## config.mk

```make
export PLATFORM = sky130hd
export DESIGN_NAME = branch_predict_unit
export DESIGN_NICKNAME = d
export VERILOG_FILES = /design/src/rtl/branch_predict_unit_pkg.sv /design/src/rtl/branch_resolve.sv /design/src/rtl/branch_predict_unit.sv
export SDC_FILE = /design/constraint.sdc
export NUM_CORES = 1
export LEC_CHECK = 0
export BUFFER_PORTS_ARGS = -buffer_cell sky130_fd_sc_hd__buf_2
export CAP_MARGIN = 30
export CORE_ASPECT_RATIO = 1.25
export CORE_MARGIN = 4
export CORE_UTILIZATION = 52
export DETAILED_ROUTE_END_ITERATION = 10
export GPL_ROUTABILITY_DRIVEN = 1
export PLACE_DENSITY = 0.77
export SYNTH_ARGS = -nofsm -noshare
export SYNTH_HDL_FRONTEND = slang
export SYNTH_SLANG_ARGS = --single-unit
```

## constraint.sdc

```tcl
create_clock -name clk -period 5.2 [get_ports clk]
set_input_delay 0.26 -clock clk [delete_from_list [all_inputs] [get_ports clk]]
set_output_delay 0.26 -clock clk [all_outputs]
set_load 0.05 [all_outputs]
```

## src/rtl/branch_predict_unit_pkg.sv

```systemverilog
// Shared encodings and helpers for the branch predictor and resolve logic.
// Opcodes are instruction bits [6:2]; func3 values select the branch condition.
package branch_predict_unit_pkg;

   localparam logic [4:0] OPCODE_BRANCH = 5'b11000;
   localparam logic [4:0] OPCODE_JALR   = 5'b11001;
   localparam logic [4:0] OPCODE_JAL    = 5'b11011;

   typedef enum logic [2:0] {
      BR_BEQ  = 3'b000,
      BR_BNE  = 3'b001,
      BR_BLT  = 3'b100,
      BR_BGE  = 3'b101,
      BR_BLTU = 3'b110,
      BR_BGEU = 3'b111
   } br_func_e;

   // Two-bit saturating counter step toward the resolved direction.
   function automatic logic [1:0] cnt_update(input logic [1:0] cnt, input logic taken);
      if (taken) begin
         return (cnt == 2'b11) ? cnt : cnt + 2'b01;
      end
      return (cnt == 2'b00) ? cnt : cnt - 2'b01;
   endfunction

endpackage

```

## src/rtl/branch_resolve.sv

```systemverilog
// Combinational branch/jump outcome decode from ALU flags, shared by later stages.
// bht_update_o marks a valid conditional branch whose counter must be trained.
module branch_resolve
   import branch_predict_unit_pkg::*;
(
   input  logic       valid_i,
   input  logic [4:0] opcode_i,
   input  logic [2:0] func3_i,
   input  logic       cf_i,
   input  logic       zf_i,
   input  logic       vf_i,
   input  logic       sf_i,
   input  logic       pred_taken_i,
   output logic       br_taken_o,
   output logic       mispredict_o,
   output logic       bht_update_o
);

   always_comb begin
      br_taken_o   = 1'b0;
      bht_update_o = 1'b0;
      if (valid_i) begin
         if (opcode_i == OPCODE_JAL || opcode_i == OPCODE_JALR) begin
            br_taken_o = 1'b1;
         end else if (opcode_i == OPCODE_BRANCH) begin
            bht_update_o = 1'b1;
            // Unlisted func3 resolves not-taken but still trains the counter.
            case (func3_i)
               BR_BEQ:  br_taken_o = zf_i;
               BR_BNE:  br_taken_o = ~zf_i;
               BR_BLT:  br_taken_o = (sf_i != vf_i);
               BR_BGE:  br_taken_o = (sf_i == vf_i);
               BR_BLTU: br_taken_o = ~cf_i;
               BR_BGEU: br_taken_o = cf_i;
               default: br_taken_o = 1'b0;
            endcase
         end
      end
      mispredict_o = valid_i & (br_taken_o ^ pred_taken_i);
   end

endmodule

```

## src/rtl/branch_predict_unit.sv

```systemverilog
// Bimodal predictor: flop-based table of 2-bit counters indexed by pc[IDX_W+1:2],
// zero-latency resolve outputs and saturating branch/mispredict statistics.
module branch_predict_unit
   import branch_predict_unit_pkg::*;
#(
   parameter int          XLEN     = 32,
   parameter int          IDX_W    = 6,
   parameter logic [1:0]  INIT_CNT = 2'b01,
   parameter int          STAT_W   = 32
) (
   input  logic              clk,
   input  logic              rst,
   input  logic [XLEN-1:0]   if_pc,
   output logic              pred_taken,
   input  logic              ex_valid,
   input  logic [XLEN-1:0]   ex_pc,
   input  logic [4:0]        opcode,
   input  logic [2:0]        func3,
   input  logic              cf,
   input  logic              zf,
   input  logic              vf,
   input  logic              sf,
   input  logic              ex_pred_taken,
   output logic              br_taken,
   output logic              mispredict,
   output logic [STAT_W-1:0] branch_cnt,
   output logic [STAT_W-1:0] mispredict_cnt
);

   localparam int ENTRIES = 1 << IDX_W;

   logic [1:0]        bht_q [ENTRIES];
   logic [IDX_W-1:0]  if_idx;
   logic [IDX_W-1:0]  ex_idx;
   logic              bht_update;
   logic [STAT_W-1:0] branch_cnt_q, branch_cnt_d;
   logic [STAT_W-1:0] mispredict_cnt_q, mispredict_cnt_d;
   logic              unused_pc_bits;

   assign if_idx = if_pc[IDX_W+1:2];
   assign ex_idx = ex_pc[IDX_W+1:2];
   assign unused_pc_bits = ^{if_pc[XLEN-1:IDX_W+2], if_pc[1:0],
                             ex_pc[XLEN-1:IDX_W+2], ex_pc[1:0]};

   branch_resolve u_resolve (
      .valid_i      (ex_valid),
      .opcode_i     (opcode),
      .func3_i      (func3),
      .cf_i         (cf),
      .zf_i         (zf),
      .vf_i         (vf),
      .sf_i         (sf),
      .pred_taken_i (ex_pred_taken),
      .br_taken_o   (br_taken),
      .mispredict_o (mispredict),
      .bht_update_o (bht_update)
   );

   // Read straight from the table: a same-cycle update is not bypassed.
   assign pred_taken = bht_q[if_idx][1];

   always_ff @(posedge clk or posedge rst) begin
      if (rst) begin
         for (int i = 0; i < ENTRIES; i++) begin
            bht_q[i] <= INIT_CNT;
         end
      end else if (bht_update) begin
         bht_q[ex_idx] <= cnt_update(bht_q[ex_idx], br_taken);
      end
   end

   always_comb begin
      branch_cnt_d     = branch_cnt_q;
      mispredict_cnt_d = mispredict_cnt_q;
      if (ex_valid && branch_cnt_q != '1) begin
         branch_cnt_d = branch_cnt_q + STAT_W'(1);
      end
      if (mispredict && mispredict_cnt_q != '1) begin
         mispredict_cnt_d = mispredict_cnt_q + STAT_W'(1);
      end
   end

   always_ff @(posedge clk or posedge rst) begin
      if (rst) begin
         branch_cnt_q     <= '0;
         mispredict_cnt_q <= '0;
      end else begin
         branch_cnt_q     <= branch_cnt_d;
         mispredict_cnt_q <= mispredict_cnt_d;
      end
   end

   assign branch_cnt     = branch_cnt_q;
   assign mispredict_cnt = mispredict_cnt_q;

endmodule

```

# Word level (Yosys, flattened, before mapping)
# Cells that the tools add are included.
# totals
ff_bits,192
inputBits,80
out_inout_bits,67
elab_cells,121
# classes
addsub,4
n_lt_le_gt_ge,3
n_eq_ne,13
n_mux,23
bitwise_logic,6
n_reduce_logical,6
# ops
operator,count
$bwmux W128,1
$add A32 B1 Y32 const B,2
$ne A32 B32 Y1 const B,2
$bmux W2 S6,2
$mux W2,10
$eq A5 B5 Y1 const B,3
$ge A7 B7 Y1 const B,2
$not A6 Y7,2
$demux W2 S6,1
$eq A3 B3 Y1 const B,4
$mux W1,8
$lt A7 B1 Y1 const B,1
$pmux W1 S6,1
$eq A3 B1 Y1 const B,1
$logic_and A1 B1 Y1,3
$logic_not A3 Y1,1
$add A2 B1 Y2 const B,1
$eq A2 B2 Y1 const B,1
$logic_not A2 Y1,1
$not A1 Y1,2
$sub A2 B1 Y2 const B,1
$and A1 B1 Y1,1
$eq A1 B1 Y1,1
$logic_or A1 B1 Y1,1
other kinds (2),2

# Longest topological paths before layout
# depth
ltp_word,10
mapped_depth,12

# Cells and area by module
# From an unflattened synthesis, not the netlist that was laid out.
# hier_totals
cells_unflattened,923
area_unflattened_um2,10289.9
# modules_own_cells
module,instances,cells_per_inst,area_each_um2,seq_area_each_um2
branch_predict_unit,1,901,10127.2,4884.7
branch_resolve,1,22,162.7,0.0

# Worst setup path before layout
# OpenSTA, ideal clock, no wires.
# synth_timing
path_type,input port to output port
from,input port if_pc[2]
to,output port pred_taken
t_arrival_ps,2831
required_ps,4940
path_slack_ps,2109
path_stages,5
path_buffers,2
cell_sequence,clkbuf_1 buf_1 mux4_2 mux4_2 mux4_2
# synth_between
elab_chain_len,4
# synth_lines
item,line,text
start: declaration,branch_predict_unit.sv:13,"input logic [XLEN-1:0] if_pc,"
$not A6 Y7 (implied by the code),branch_predict_unit.sv:60,assign pred_taken = bht_q[if_idx][1];
$bmux W2 S6,branch_predict_unit.sv:60,
$mux W2 (implied by the code) (2 in series),branch_predict_unit.sv:60,
end: declaration,branch_predict_unit.sv:14,"output logic pred_taken,"
# No other way between the ends. The select of a mux whose other input is x is not followed.

# Final worst setup path
# layout_timing
from,input port ex_pc[3]
to,register bht_q[31] (netlist name)
# layout_between
elab_chain_len,10
# layout_lines
item,line,text
start: declaration,branch_predict_unit.sv:16,"input logic [XLEN-1:0] ex_pc,"
$not A6 Y7 (implied by the code) *,branch_predict_unit.sv:68,"bht_q[ex_idx] <= cnt_update(bht_q[ex_idx], br_taken);"
$bmux W2 S6,branch_predict_unit.sv:68,
$mux W2 (implied by the code) (2 in series),branch_predict_unit.sv:68,
$add A2 B1 Y2 / $eq A2 B2 Y1 (equally long branches),branch_predict_unit_pkg.sv:21,return (cnt == 2'b11) ? cnt : cnt + 2'b01;
$mux W2,branch_predict_unit_pkg.sv:21,
$mux W2,branch_predict_unit_pkg.sv:20,if (taken) begin
$mux W2,branch_predict_unit_pkg.sv:23,return (cnt == 2'b00) ? cnt : cnt - 2'b01;
$mux W2,branch_predict_unit.sv:67,end else if (bht_update) begin
$bwmux W128 *,branch_predict_unit.sv:68,
end signal: indexed assignment,branch_predict_unit.sv:68,
end: declaration,branch_predict_unit.sv:32,logic [1:0] bht_q [ENTRIES];
# Mark *: on every way between the ends. The rest lies on a longest branch, timed or not. The select of a mux whose other input is x is not followed.
# A chain may end at the register's enable or synchronous reset.

==> flow_summary.toml <==
[status]
status = "completed"

[timing]
period_share_pct = 67.5
clock_skew_ns = 0.00857
fin_tns_setup_ns = 0
whs_ns = 0.127
fmax_ghz = 0.285
rsz0062_at_grt = "false"
period_needed_ns = 3.51
worst_slew_pin_slew_ns = 1.01
slew_headroom_pct = 32.6
setup_viol = 0
hold_viol = 0
drv_slew = 0

[worst_setup_path]
endpoint_kind = "register"
reg2reg_depth = 8
path_max_fanout = 35
critPathKind = "input pin to register"
reg2reg_from = "bht_q[35]"
required_ns = 5.50
reg2reg_slack_ns = 2.05
critPathArrivalTime_ns = 3.80
cp-start-kind = "input pin"
r2r-end = "bht_q[22]"

[synth]
yosys_register_bits = 192
synth_top_cell_area_share_pct = 33.0
synth_commonest_cells = "223 x nand2_1, 128 x dfrtp_1, 69 x o21ai_0"
synth_fp_nets = 1045
ys_types = 58
synthCells = 963
synth.most_common_cell = "nand2_1"
synth_seq_area_share_pct = 50.3
ys_warn_count = 0
avgSynthCellArea_sq_um = 10.1
synthArstFlopShare_pct = 100
synth.cell_area_sq_mm = 0.00972
synth-edff-count = 0
synth_top_flop_cell = "dfrtp_1"
synth.top_cells.by_area = "dfrtp_1 33%, dfstp_2 17%, nand2_1 8.6%, mux4_2 7.6%, xnor2_1 3.7%"
synth_top_area_cell = "dfrtp_1"

[placed_design]
place_hpwl_mm = 16.5
dp_cells = 1256
dpl_cell_area_sq_mm = 0.0104
io_buffers = 94
gp_congestion = 0.890

[layout]
syn_to_final_growth_pct = 12.6
fin_util_pct = 60.0
seq_area_sq_mm = 0.00488
fillers = 1532
fin_cells = 1289
multi_input_area_sq_mm = 0.00454
finalInstanceArea_sq_mm = 0.0109
final_layout_size_suffix_gt1_share_pct = 24.5
antenna_cells = 0
nNetsFinal = 1130

[clocking]
clk_latency_ns = 0.43
cts_resized = 0
cts_made_buffers = 17
tritoncts = "done"
h-tree-depth = 4
root_buffer = "clkbuf_16"
clock_path_buffers = 2
cts_hold_buf = 0
cts_num_sinks = 192
clk_pin_slew_worst_paths_ns = 0.07
postCtsSetupBuffers = 0

[routing]
drtPass1Iterations = 8
wl_mm = 23.8
drt_first_iter_violations = 409
num_vias = 7621
drc_errors = 0
viasPerCell = 5.91
routedWlPerCell_microns = 18.5
final_antenna_net_count = 0

[grt]
antenna_found_initial = 0
grt_use_total_pct = 23.6
grt_max_degree = 193
grt.overflow.total = 0
grt_pass1_vias = 7717
grt_pass1_wl_mm = 39.5

[die]
die_y_microns = 161
start_util_pct = 53.3
core_area_sq_mm = 0.0182
die_area_sq_mm = 0.0210
io_pins = 147
die_w_microns = 130
rows = 55

[pwr]
power.internal_mw = 2.35
combPwrFrac_pct = 16.0
clockPowerShare_pct = 36.3
seqPwrFrac_pct = 47.7
p_sw_mw = 1.07
powerDensity_mw_per_mm2 = 312
ir_worst_vdd_v = 0.000319
leakage_nw = 4.49
p_sw_share_pct = 31.2

[run]
drv_cap = 0

[hold_path]
hold_class = "input pin to asynchronous set/reset pin"
## worst max path at each step
stage,start,end,slack (ns),depth (start not counted)
2_1_floorplan,if_pc[2],pred_taken,2.11,5
3_3_place_gp,ex_pc[3],bht_q[73],1.32,10
3_5_place_dp,ex_pc[3],bht_q[31],1.26,10
4_1_cts,ex_pc[3],bht_q[31],1.70,10
5_1_grt,ex_pc[3],bht_q[21],1.59,10
6_report,ex_pc[3],bht_q[31],1.69,10
## worst max-delay path, cell delays in order
cell and delay (ns):
buf_2 0.63, buf_4 0.35, mux4_2 0.53, mux2_2 0.28, a22oi_1 0.20, nand4_1 0.19, or3_1 0.44, o21ai_4 0.40
buf_4 0.39, o21ai_1 0.11
## cells by family (layout without fill, tap and decap cells)
family	Yosys count	after routing	share of synthesized area (%)
buffers and inverters	63	161	3.10
and+or+nand+nor	401	401	19.2
xor gates and xnor gates	61	61	5.65
DFF	192	192	50.3
muxes	61	61	10.7
AOI/OAI and AO/OA	183	183	10.9
adders and majority gates	2	2	0.257
## cell usage in the layout, fill, tap and decap left out, types with 32 or more instances in the layout
master	netlist	routed
nand2_1	223	223
dfrtp_1	128	128
buf_2	10	94
o21ai_0	69	69
dfstp_2	64	64
o21ai_1	60	60
xnor2_1	41	41
nand3_1	38	38
mux4_2	33	33
nor2_1	32	32
## cell type report
type                    instances  area share, %
clock inverters                12          0.937
well taps                     228           2.61
multi-input cells             708           41.5
clock buffers                  20           4.17
flip-flops and latches        192           44.6
repair buffers                110           5.51
inverters                      19          0.686
## registers in the layout, summed over array words and instances (netlist names)
name / flops
mispredict_cnt: 32
bht_q: 128
branch_cnt: 32
## stage by stage
stage	power, mW	worst slack, ns
after floorplan	2.05	2.11
after global placement	2.20	1.32
after detailed placement	2.21	1.26
after CTS	3.45	1.70
after global routing	3.56	1.59
final	3.42	1.69
## metal layers
metal / global-route usage, % / part of all wire (%) / wire length, microns
met1: 30.2 / 41 / 9820
met2: 38.7 / 50 / 11800
met3: 4.76 / 5.9 / 1420
met4: 9.78 / 3.3 / 776
met5: 0 / 0 / 0
## power groups by stage
stage               Clock, mW  Sequential [mW]  Combinational (mW)
floorplan                   0             1.84               0.209
global placement            0             1.65               0.541
detailed placement          0             1.66               0.551
CTS                      1.27             1.63               0.551
global route             1.33             1.64               0.590
finish                   1.24             1.63               0.546
No activity file was read; power rests on OpenSTA's default activity.
